### src/rtl/bcd_counter_scan.sv
// rtl/bcd_counter_scan.sv - two-digit BCD up/down counter with prescaled tick and scanned digit output
module bcd_counter_scan #(
  parameter int TICK_DIV = 50000000,
  parameter int SCAN_DIV = 50000
) (
  input  logic       clk,
  input  logic       rst_n,
  input  logic       en,
  input  logic       up,
  input  logic       clr,
  input  logic       load,
  input  logic [7:0] load_val,
  output logic [7:0] count,
  output logic       carry,
  output logic [3:0] bcd_digit,
  output logic [1:0] digit_sel
);

  localparam int TICK_W = $clog2(TICK_DIV);
  localparam int SCAN_W = $clog2(SCAN_DIV);
  localparam logic [TICK_W-1:0] TICK_MAX = TICK_W'(TICK_DIV - 1);
  localparam logic [SCAN_W-1:0] SCAN_MAX = SCAN_W'(SCAN_DIV - 1);

  logic [TICK_W-1:0] tick_cnt_q, tick_cnt_d;
  logic [SCAN_W-1:0] scan_cnt_q, scan_cnt_d;
  logic [7:0]        count_q, count_d;
  logic              carry_q, carry_d;
  logic [3:0]        bcd_digit_q, bcd_digit_d;
  logic [1:0]        digit_sel_q, digit_sel_d;
  logic              tick;
  logic              scan_wrap;
  logic              load_ok;
  logic [3:0]        ones_d, tens_d;

  // Clear realigns the tick phase so the next step is a full period away.
  always_comb begin
    tick       = en && (tick_cnt_q == TICK_MAX);
    tick_cnt_d = tick_cnt_q;
    if (clr) begin
      tick_cnt_d = '0;
    end else if (tick) begin
      tick_cnt_d = '0;
    end else if (en) begin
      tick_cnt_d = tick_cnt_q + TICK_W'(1);
    end
  end

  always_comb begin
    load_ok = (load_val[7:4] <= 4'd9) && (load_val[3:0] <= 4'd9);
    ones_d  = count_q[3:0];
    tens_d  = count_q[7:4];
    carry_d = 1'b0;
    if (clr) begin
      ones_d = 4'd0;
      tens_d = 4'd0;
    end else if (load) begin
      if (load_ok) begin
        ones_d = load_val[3:0];
        tens_d = load_val[7:4];
      end
    end else if (tick) begin
      if (up) begin
        if (count_q[3:0] == 4'd9) begin
          ones_d = 4'd0;
          if (count_q[7:4] == 4'd9) begin
            tens_d  = 4'd0;
            carry_d = 1'b1;
          end else begin
            tens_d = count_q[7:4] + 4'd1;
          end
        end else begin
          ones_d = count_q[3:0] + 4'd1;
        end
      end else begin
        if (count_q[3:0] == 4'd0) begin
          ones_d = 4'd9;
          if (count_q[7:4] == 4'd0) begin
            tens_d  = 4'd9;
            carry_d = 1'b1;
          end else begin
            tens_d = count_q[7:4] - 4'd1;
          end
        end else begin
          ones_d = count_q[3:0] - 4'd1;
        end
      end
    end
    count_d = {tens_d, ones_d};
  end

  // The digit follows the select value taken on this same edge, from the pre-edge count.
  always_comb begin
    scan_wrap   = (scan_cnt_q == SCAN_MAX);
    scan_cnt_d  = scan_wrap ? '0 : scan_cnt_q + SCAN_W'(1);
    digit_sel_d = scan_wrap ? {digit_sel_q[0], digit_sel_q[1]} : digit_sel_q;
    bcd_digit_d = digit_sel_d[0] ? count_q[3:0] : count_q[7:4];
  end

  always_ff @(posedge clk or negedge rst_n) begin
    if (!rst_n) begin
      tick_cnt_q  <= '0;
      scan_cnt_q  <= '0;
      count_q     <= 8'h00;
      carry_q     <= 1'b0;
      bcd_digit_q <= 4'h0;
      digit_sel_q <= 2'b01;
    end else begin
      tick_cnt_q  <= tick_cnt_d;
      scan_cnt_q  <= scan_cnt_d;
      count_q     <= count_d;
      carry_q     <= carry_d;
      bcd_digit_q <= bcd_digit_d;
      digit_sel_q <= digit_sel_d;
    end
  end

  assign count     = count_q;
  assign carry     = carry_q;
  assign bcd_digit = bcd_digit_q;
  assign digit_sel = digit_sel_q;

endmodule

### config.mk
export PLATFORM = sky130hd
export DESIGN_NAME = bcd_counter_scan
export DESIGN_NICKNAME = d
export VERILOG_FILES = /design/src/rtl/bcd_counter_scan.sv
export SDC_FILE = /design/constraint.sdc
export NUM_CORES = 1
export LEC_CHECK = 0
export ABC_CLOCK_PERIOD_IN_PS = 2400
export CELL_PAD_IN_SITES_DETAIL_PLACEMENT = 0
export CELL_PAD_IN_SITES_GLOBAL_PLACEMENT = 1
export CORE_ASPECT_RATIO = 1.5
export CORE_UTILIZATION = 30
export CTS_CLUSTER_SIZE = 20
export DETAILED_ROUTE_END_ITERATION = 6
export PLACE_DENSITY = 0.55
export SYNTH_ARGS = -nofsm -noshare
export SYNTH_HDL_FRONTEND = slang
export SYNTH_SLANG_ARGS = --single-unit
### constraint.sdc
create_clock -name clk -period 2.4 [get_ports clk]
set_input_delay 0.72 -clock clk [delete_from_list [all_inputs] [get_ports clk]]
set_output_delay 0.72 -clock clk [all_outputs]
set_load 0.01 [all_outputs]
==> metrics.md <==
| Metric | Value |
|---|---|
| Layout cells sized above 1 | `0.198` |
| Final Cycle Share | `0.987` |
| Status | `completed` |
| Total detailed-routing wirelength | `8130 µm` |
| Max clock buf depth | `2` |
| DP Wirelength | `5910 µm` |
| Largest net degree at the start of global routing | `23` |
| Pre-CTS WS | `-0.396 ns` |
| Vias in the first global route | `2,722` |
| Final non-filler cell total | `569` |
| Max IR drop VDD | `0.322 mV` |
| Residual DRC | `0` |
| Syn nets | `369` |
| Fin crit period | `2.37 ns` |
| Depth of the CTS H-tree | `3` |
| CTS buffer count | `9` |
| Worst-case hold slack | `0.258 ns` |
| Initial Util | `0.310` |
| Die area | `11,400 µm²` |
| Relative slew slack | `0.672` |
| Post-synthesis sequential area ratio | `0.435` |
| Final GP Congestion | `0.800` |
| Site Rows | `46` |
| Max Slew Vio Count | `0` |
| Crit path kind | `flop to flop` |
| Least-Margin Pin Slew | `0.485 ns` |
| Synth area leader | `dfrtp_1` |
| Max-cap violations | `0` |
| GRT overflow | `0` |
| Power Density | `616 nW/µm²` |
| WL per Instance | `14.3 µm` |
| R2r startpoint | `tick_cnt_q[11]` |
| Antenna violations before repair | `0` |
| Synthesis-to-finish area growth | `34.2%` |
| First-pass GRT wire length | `13,500 µm` |
| 1st-iter DRT viols | `86` |
| # port buffers | `28` |
| # diodes | `0` |
| Finished Core Util | `0.416` |
| CP Capture Type | `flop` |
| Clk_skew | `0.00875 ns` |
| Syn Inst Count | `345` |
| ANT nets after route | `0` |
| Synth area leaders | `dfrtp_1 (43%), xor2_1 (7.5%), nor2_1 (4.9%)` |
| Endpoints failing setup | `0` |
| I/O pin total | `29` |
| Yosys reg bits | `57` |
| Routed vias | `2,706` |
| Met1 Usage GRT | `0.196` |
| Crit path arrival time | `2.58 ns` |
| Netlist cell types | `50` |
| Sum Neg Setup Slack | `0 ns` |
| Grt met2 use | `0.256` |
| Yosys top cell area share | `0.427` |
| Die Ht | `130 µm` |
| Crit Path Max Fanout | `4` |
| Clk sinks | `57` |
| Post-route setup slack | `0.0317 ns` |
| Primary FF master, synth | `dfrtp_1` |
| Die extent in x | `87.5 µm` |
| Hold WC Path Type | `input port to async pin` |
| Startpoint types | `flop` |
| M3 GR Usage | `0.0373` |
| Nets@finish | `444` |
| Asr flop ratio synth | `1.00` |
| Peak Freq | `0.422 GHz` |
| Core region area | `10,600 µm²` |
| CTS tree | `yes` |
| R2r endpoint | `count[6]` |
| Via/cell ratio | `4.76` |
| Worst Path Required | `2.61 ns` |
| Worst reg2reg path depth | `6` |
| Syn Area/Cell | `9.52 µm²` |
| Clock latency on the worst-skew pair | `0.33 ns` |
| Root buffer cell | `clkbuf_16` |
| Mapped Area | `3290 µm²` |
| GRT Util Overall | `0.157` |
| Dpl cells | `548` |
| Yosys warning count | `0` |
| Final hold violation count | `0` |
| Post-synth EDFFs | `0` |
| FF-to-FF setup slack | `0.03 ns` |
| CTS clock-pin slew for the worst setup and hold paths | `0.05 ns` |
| Layer with the highest usage | `met2` |
| P_leak | `1.96 nW` |
| Router iterations before antenna repair | `4` |
-- metrics by stage --
step | total power [W] | cell area, µm²
6_report | 0.00272 | 4410
5_1_grt | 0.00284 | 4410
4_1_cts | 0.00275 | 4370
3_5_place_dp | 0.00142 | 4050
3_3_place_gp | 0.00143 | 4050
2_1_floorplan | 0.00122 | 3290
-- per-layer routing --
| layer | vias up | part of all wire |
|---|---|---|
| li1 | 1376 | - |
| met3 | 12 | 0.028 |
| met5 | - | 0 |
| met2 | 39 | 0.49 |
| met4 | 0 | 0.023 |
| met1 | 1279 | 0.46 |
-- area by class of cell --
class	instances	area, µm²
flip-flops and latches	57	1430
multi-input cells	266	1790
fillers	1103	6180
clock inverters	4	51.3
inverters	9	33.8
well taps	144	180
repair buffers	77	671
clock buffers	12	256
-- power by group --
part / switching (W) / total, W / internal [W] / leakage, nW
sequential: 0.0000255 / 0.00101 / 0.000989 / 0.766
clock: 0.000449 / 0.00131 / 0.000859 / 0.149
combinational: 0.000195 / 0.000394 / 0.000199 / 1.04
total: 0.000669 / 0.00272 / 0.00205 / 1.96
-- cell usage after synthesis, types with 5 or more instances --
cell,n
a21oi_1,8
a31oi_1,7
and3_1,12
clkbuf_1,12
dfrtp_1,56
ha_1,10
inv_1,8
mux2_2,6
mux2i_1,5
nand2_1,26
nand2b_1,10
nand3_1,17
nand4_1,13
nor2_1,43
nor2b_1,6
nor3_1,6
o21ai_0,10
xnor2_1,9
xor2_1,28
-- logic make-up after synthesis --
kind of cell    share of synthesized area
compound gates                      0.109
xor+xnor                           0.0986
fa+ha+maj                          0.0381
buf+inv                            0.0255
flops                               0.435
mux                                0.0495
simple gates                        0.245
-- worst max-delay path by stage --
| stage | start | end | slack [ns] |
|---|---|---|---|
| after floorplan | en | count[4] | 0.08 |
| after global placement | en | count[7] | -0.40 |
| after detailed placement | en | count[7] | -0.40 |
| after CTS | en | count[6] | 0.03 |
| after global routing | tick_cnt_q[11] | count[7] | -0.06 |
| final | tick_cnt_q[11] | count[6] | 0.03 |
-- cells in the final DEF (no fill, tap or decap), types with 3 or more instances in the layout --
master,synthesis,final
dfrtp_1,56,56
buf_4,0,47
nor2_1,43,43
xor2_1,28,28
nand2_1,26,26
clkdlybuf4s50_1,0,26
nand3_1,17,17
nand4_1,13,13
and3_1,12,12
o21ai_0,10,10
nand2b_1,10,10
xnor2_1,9,9
ha_1,10,9
clkbuf_16,0,9
inv_1,8,8
a21oi_1,8,8
a31oi_1,7,7
mux2_2,6,6
nor2b_1,6,6
nor3_1,6,6
mux2i_1,5,5
and2_1,4,4
a211oi_1,4,4
and4_1,3,3
or3_1,4,3
nand3b_1,3,3
mux2_4,3,3
o211ai_1,3,3
-- worst max-delay path, cell delays in order (launching register included) --
cell and delay, ns:
dfrtp_1 0.41, nor4bb_2 0.33, buf_4 0.17, nand3b_1 0.11
or3_4 0.42, o41a_4 0.51, mux2_4 0.31
-- registers in the layout, summed over array words and instances, names as in the netlist --
signal / count
bcd_digit: 4
carry: 1
count: 8
digit_sel: 2
scan_cnt_q: 16
tick_cnt_q: 26
-- timing repair --
item / CTS / global route
buffers inserted: 1 / 4
resized for setup: 1 / 3
endpoints found under the setup margin: 4 / 6
hold buffers: 0 / 0
gates cloned: 0 / 0
pin swaps: 1 / 3
No activity file was read; power rests on OpenSTA's default activity.
